[src/rtl/inspecao_lote_seq.sv]
// ---------------------------------------------------------------------------
// inspecao_lote_seq
// Clocked lot classifier. On each accepted strobe it counts the active defect
// sensors and classifies the lot as aceito, comprometido or recusado. It then
// drives the 7-segment letter and a timed buzzer. It keeps saturating lot counts
// per category and halts the line after a run of consecutive rejections.
//
// Ports:
//   clk                 system clock
//   reset               synchronous, active-high reset
//   in_sensores         defect sensor vector (1 = defect)
//   in_valido           single-cycle strobe, in_sensores holds a lot
//   in_limpa_alarme     operator clear of the line-halt alarm
//   in_zera_contadores  clear all lot counters
//   lote_aceito/lote_comprometido/lote_recusado  one-hot result of last lot
//   out_valido          one-cycle pulse, new result on outputs
//   seg                 segments {a,b,c,d,e,f,g}, active-high
//   sound_buzzer        buzzer drive
//   alarme_linha        line halted, lots ignored
//   cnt_aceito/cnt_comprometido/cnt_recusado    saturating lot counts
// ---------------------------------------------------------------------------
module inspecao_lote_seq #(
   parameter int N_SENSORES    = 5,
   parameter int ACEITO_MAX    = 0,
   parameter int COMPR_MAX     = 2,
   parameter int CNT_W         = 8,
   parameter int BUZZER_CICLOS = 1000,
   parameter int REJ_SEQ_MAX   = 3
) (
   input  logic                  clk,
   input  logic                  reset,
   input  logic [N_SENSORES-1:0] in_sensores,
   input  logic                  in_valido,
   input  logic                  in_limpa_alarme,
   input  logic                  in_zera_contadores,
   output logic                  lote_aceito,
   output logic                  lote_comprometido,
   output logic                  lote_recusado,
   output logic                  out_valido,
   output logic [6:0]            seg,
   output logic                  sound_buzzer,
   output logic                  alarme_linha,
   output logic [CNT_W-1:0]      cnt_aceito,
   output logic [CNT_W-1:0]      cnt_comprometido,
   output logic [CNT_W-1:0]      cnt_recusado
);

   localparam int K_W   = $clog2(N_SENSORES + 1);
   localparam int TMR_W = $clog2(BUZZER_CICLOS + 1);
   localparam int REJ_W = $clog2(REJ_SEQ_MAX + 1);

   localparam logic [6:0] SEG_A     = 7'b1110111;
   localparam logic [6:0] SEG_C     = 7'b1001110;
   localparam logic [6:0] SEG_R     = 7'b0000101;
   localparam logic [6:0] SEG_TRACO = 7'b0000001;

   localparam logic [REJ_W-1:0] REJ_LIMITE   = REJ_W'(REJ_SEQ_MAX);
   localparam logic [REJ_W-1:0] REJ_PENULT   = REJ_W'(REJ_SEQ_MAX - 1);
   localparam logic [TMR_W-1:0] TMR_CARGA    = TMR_W'(BUZZER_CICLOS);
   localparam logic [CNT_W-1:0] CNT_SATURADO = {CNT_W{1'b1}};

   typedef enum logic {
      OPERANDO = 1'b0,
      PARADO   = 1'b1
   } estado_t;

   estado_t            r_estado;
   estado_t            w_estado_prox;
   logic               w_aceita;
   logic               w_alarme;
   logic [K_W-1:0]     w_k;
   logic               w_cat_a;
   logic               w_cat_c;
   logic               w_cat_r;

   logic               r_aceito;
   logic               r_comprometido;
   logic               r_recusado;
   logic               r_out_valido;
   logic [6:0]         r_seg;
   logic [TMR_W-1:0]   r_timer;
   logic [REJ_W-1:0]   r_rej;
   logic [CNT_W-1:0]   r_cnt_a;
   logic [CNT_W-1:0]   r_cnt_c;
   logic [CNT_W-1:0]   r_cnt_r;

   // Population count of the sensor vector
   always_comb begin
      w_k = '0;
      for (int i = 0; i < N_SENSORES; i++) begin
         w_k = w_k + K_W'(in_sensores[i]);
      end
   end

   always_comb begin
      w_cat_a = (int'(w_k) <= ACEITO_MAX);
      w_cat_r = (int'(w_k) >  COMPR_MAX);
      w_cat_c = !w_cat_a && !w_cat_r;
   end

   // Next-state logic. While halted, strobes are not accepted, even when they
   // arrive together with the operator clear.
   always_comb begin
      w_estado_prox = r_estado;
      w_aceita      = 1'b0;
      w_alarme      = 1'b0;
      case (r_estado)
         OPERANDO: begin
            w_aceita = in_valido;
            // The rejection that completes the run halts the line on the
            // same edge that registers its result
            if (in_valido && w_cat_r && (r_rej == REJ_PENULT)) begin
               w_estado_prox = PARADO;
            end
         end
         PARADO: begin
            w_alarme = 1'b1;
            if (in_limpa_alarme) begin
               w_estado_prox = OPERANDO;
            end
         end
         default: w_estado_prox = OPERANDO;
      endcase
   end

   always_ff @(posedge clk) begin
      if (reset) begin
         r_estado <= OPERANDO;
      end else begin
         r_estado <= w_estado_prox;
      end
   end

   always_ff @(posedge clk) begin
      if (reset) begin
         r_aceito       <= 1'b0;
         r_comprometido <= 1'b0;
         r_recusado     <= 1'b0;
         r_out_valido   <= 1'b0;
         r_seg          <= SEG_TRACO;
         r_timer        <= '0;
         r_rej          <= '0;
         r_cnt_a        <= '0;
         r_cnt_c        <= '0;
         r_cnt_r        <= '0;
      end else begin
         r_out_valido <= w_aceita;

         // A new rejection restarts the tone even if one is still sounding
         if (w_aceita && w_cat_r) begin
            r_timer <= TMR_CARGA;
         end else if (r_timer != '0) begin
            r_timer <= r_timer - 1'b1;
         end

         // A counter clear overrides the letter and shows '-', even for a lot
         // classified on the same cycle
         if (w_aceita) begin
            r_aceito       <= w_cat_a;
            r_comprometido <= w_cat_c;
            r_recusado     <= w_cat_r;
            if (in_zera_contadores) begin
               r_seg <= SEG_TRACO;
            end else if (w_cat_a) begin
               r_seg <= SEG_A;
            end else if (w_cat_c) begin
               r_seg <= SEG_C;
            end else begin
               r_seg <= SEG_R;
            end
         end else if (in_zera_contadores) begin
            r_seg <= SEG_TRACO;
         end

         if (in_zera_contadores) begin
            r_cnt_a <= '0;
            r_cnt_c <= '0;
            r_cnt_r <= '0;
         end else if (w_aceita) begin
            if (w_cat_a && (r_cnt_a != CNT_SATURADO)) r_cnt_a <= r_cnt_a + 1'b1;
            if (w_cat_c && (r_cnt_c != CNT_SATURADO)) r_cnt_c <= r_cnt_c + 1'b1;
            if (w_cat_r && (r_cnt_r != CNT_SATURADO)) r_cnt_r <= r_cnt_r + 1'b1;
         end

         if ((r_estado == PARADO) && in_limpa_alarme) begin
            r_rej <= '0;
         end else if (w_aceita) begin
            if (!w_cat_r) begin
               r_rej <= '0;
            end else if (r_rej != REJ_LIMITE) begin
               r_rej <= r_rej + 1'b1;
            end
         end
      end
   end

   assign lote_aceito       = r_aceito;
   assign lote_comprometido = r_comprometido;
   assign lote_recusado     = r_recusado;
   assign out_valido        = r_out_valido;
   assign seg               = r_seg;
   assign sound_buzzer      = (r_timer != '0);
   assign alarme_linha      = w_alarme;
   assign cnt_aceito        = r_cnt_a;
   assign cnt_comprometido  = r_cnt_c;
   assign cnt_recusado      = r_cnt_r;

endmodule

[config.mk]
export PLATFORM = sky130hd
export DESIGN_NAME = inspecao_lote_seq
export DESIGN_NICKNAME = d
export VERILOG_FILES = /design/src/rtl/inspecao_lote_seq.sv
export SDC_FILE = /design/constraint.sdc
export NUM_CORES = 1
export LEC_CHECK = 0
export BUFFER_PORTS_ARGS = -buffer_cell sky130_fd_sc_hd__clkbuf_2
export CORE_ASPECT_RATIO = 1.25
export CORE_MARGIN = 3
export CORE_UTILIZATION = 45
export DETAILED_ROUTE_END_ITERATION = 10
export PLACE_DENSITY = 0.7
export SYNTH_ARGS = -nofsm -noshare
export SYNTH_HDL_FRONTEND = slang
export SYNTH_SLANG_ARGS = --single-unit
[constraint.sdc]
create_clock -name clk -period 7 [get_ports clk]
set_input_delay 1.4 -clock clk [delete_from_list [all_inputs] [get_ports clk]]
set_output_delay 1.4 -clock clk [all_outputs]
set_load 0.005 [all_outputs]
==> flow_summary.toml <==
[status]
status = "completed"

[drt]
drcViolationCount = 0
routedWlPerCell_um = 13.52
ant_nets = 0
drt-total-wl_um = 4936
drtPass1Iterations = 4
vias = 2064
viasPerCell = 5.655
drtIter0Drc = 64

[worst_setup_path]
slowest_stage = "or4_1"
cp.required_ns = 7.23
ff2ff_setup_slack_ns = 4.98
crit_type = "in2reg"
endpoint_kind = "flop"
r2r-start = "cnt_comprometido[0]"
slowest_delay_ns = 0.54
critPathMostFrequentCell = "fa_1"
crit_path_max_fanout = 13
reg2regPathDepth = 5
crit_path_start = "in_sensores[0]"
r2r-end = "cnt_comprometido[4]"
arrival_ns = 4.25
crit_chain = "clkbuf_2 -> fa_1 -> fa_1 -> ha_1 -> or3b_1 -> a21o_1 -> or4_1 -> a21oi_1"
cp-start-kind = "input pin"
endpoint = "cnt_comprometido[4]"

[synthesis]
synth_compound_area_frac = 0.1997
synth_top_family_by_area = "simple AND/OR/NAND/NOR gates"
ys_seq_area_frac = 0.4026
synth-edff-count = 0
avgSynthCellArea_um2 = 8.664
synth_xor_area_frac = 0.01149
synth-adder-area-share = 0.06127
syn_nets = 284
synth_mux_area_frac = 0.01313
syn_inst = 264
synthFlopType = "dfxtp_1"
syn_area_mm2 = 0.002287
synth_seq_cells = 46
yosysWarnings = 0
yosys.area_share.simple = 0.2609
synth_async_sr_flop_share = 0
synth_cell_types = 49

[power_and_ir_drop]
p_leak_uw = 0.001040
ir_worst_vdd_mv = 0.1052
p_per_area_mw_per_mm2 = 262.2

[layout]
final_cells = 365
syn_to_final_growth_pct = 15.37
fillers = 478
nets = 324
layout-drive-gt1-share = 0.1934
insertedDiodeCount = 0

[timing]
fin_crit_ns = 4.017
hold_viol_final = 0
skew_ns = 0.008381
worst_pin_slew_ns = 1.044
finalWorstSetupSlack_ns = 2.983
setup_viol = 0
final.setup.tns_ns = 0
max_freq_mhz = 249.0
fin_crit_sh = 0.5738
drv_slew = 0
hold_slack_ns = 0.4526
slew_headroom = 0.2985
rsz0062_at_grt = "false"

[global_routing]
grt_use_met1 = 0.2093
top_usage_layer = "met2"
grt_overflow = 0
grt_max_degree = 25
grt_pass1_wl_um = 8542
first_global_vias = 1889
met2_usage = 0.2975
grt_util_all_layers = 0.1727
antenna_found_initial = 0
met3_usage = 0.04455

[die]
die_area_mm2 = 0.005980
ios = 47
die_height_um = 85.71
start_util = 0.4731
row_count = 28
core_area_mm2 = 0.004835
die_x_um = 69.77

[place]
io_buffers = 46
gp_congestion = 0.7535
dp_hpwl_um = 3651
dp.cells = 357
pre_cts_slack_ns = 2.653

[clock_tree]
numClockSinks = 46
postCtsHoldBufs = 0
path_clk_slew_ns = 0.08
cts_resized = 0
ctsLongestPathBuffers = 2
cts_setup_buffers = 0
cts_tree = "built"
root_buffer = "clkbuf_8"
clock_latency_ns = 0.30
cts_inserted_buffers = 5
htreeDepth = 2

[flow_run]
drv_cap = 0

[hold_path]
hold_class = "reg2reg"
[how the worst min path moves through the flow]
stage / slack, ns / from / end / cells after the start
after CTS: 0.45 / seg[0] / seg[0] / 2
after floorplan: 0.44 / seg[0] / seg[0] / 2
after detailed placement: 0.44 / seg[0] / seg[0] / 2
after global routing: 0.49 / seg[0] / seg[0] / 2
final: 0.45 / seg[0] / seg[0] / 2
after global placement: 0.45 / seg[0] / seg[0] / 2
[cells in the mapped netlist (3+ instances only)]
master      n  share of area
inv_1      15          0.025
or3_1       9          0.025
o31ai_1     5          0.016
nor3_1      8          0.018
nor2_1     16          0.026
xnor2_1     3          0.011
ha_1        8          0.044
or4_1       3         0.0098
o21a_1      3         0.0098
o21ai_0     9          0.020
and2_1      4          0.011
a31oi_1     7          0.019
nand4_1     5          0.014
a211oi_1    4          0.013
a2111oi_0   3          0.011
buf_2       3         0.0066
mux2i_1     3          0.013
dfxtp_1    46           0.40
and4_1      4          0.015
clkbuf_1    8          0.013
nand2_1    22          0.036
a21oi_1    26          0.057
nand3_1    11          0.024
[power by group]
part           leakage [uW]  internal [uW]  total (uW)  switching, uW
clock             0.0000524            107         194           86.7
combinational      0.000612           78.1         175           96.7
sequential         0.000375            290         324           34.0
total               0.00104            475         692            217
[layout by cell type (no fill, tap or decap), drive strengths merged, types with 5 or more instances in the layout]
cell    Yosys  final
clkbuf      8     53
dfxtp      46     46
a21oi      26     26
nand2      22     22
nor2       16     16
inv        15     15
nand3      11     11
o21ai       9      9
or3         9      9
nor3        8      8
ha          8      8
a31oi       7      7
nand4       5      5
o31ai       5      5
nor4        5      5
[flip-flops by register name, summed over array words and instances, names as in the netlist]
name               count
r_timer               10
cnt_aceito             8
cnt_comprometido       8
cnt_recusado           8
seg                    5
r_rej                  2
lote_aceito            1
lote_comprometido      1
lote_recusado          1
out_valido             1
r_estado               1
[logic make-up after synthesis]
kind of cell	count (synthesis)
buffers and inverters	28
muxes	3
adders and majority gates	10
xor gates and xnor gates	3
DFF	46
and+or+nand+nor	103
AOI/OAI and AO/OA	71
[through the flow]
step	total power [uW]	util	cell area, um^2
after CTS	700.1	0.5458	2639
after detailed placement	505.7	0.5238	2532
after global routing	737.4	0.5458	2639
after global placement	500.5	0.5238	2532
after floorplan	465.4	-	2287
final	691.9	0.5458	2639
[critical path, delay by kind of cell]
family / cells / cell delay (ns)
adders and majority gates: 3 / 1.25
and+or+nand+nor: 2 / 1.01
AOI/OAI and AO/OA: 2 / 0.49
buffers and inverters: 1 / 0.09
[area by class of cell]
| class | instances | area (um^2) | share of cell area |
|---|---|---|---|
| clock buffer | 7 | 76.32 | 0.02892 |
| timing repair buffer | 46 | 230.2 | 0.08725 |
| tap | 60 | 75.07 | 0.02845 |
| sequential | 46 | 920.9 | 0.3490 |
| inverter | 15 | 56.30 | 0.02134 |
| clock inverter | 1 | 30.03 | 0.01138 |
| multi-input combinational | 190 | 1250 | 0.4737 |
[layer usage]
| layer | wire length, um | vias up |
|---|---|---|
| met3 | 204 | 5 |
| met5 | 0 | - |
| li1 | - | 1057 |
| met4 | 64 | 0 |
| met2 | 2396 | 40 |
| met1 | 2271 | 962 |
Note: power is estimated with default switching activity, not from simulation.
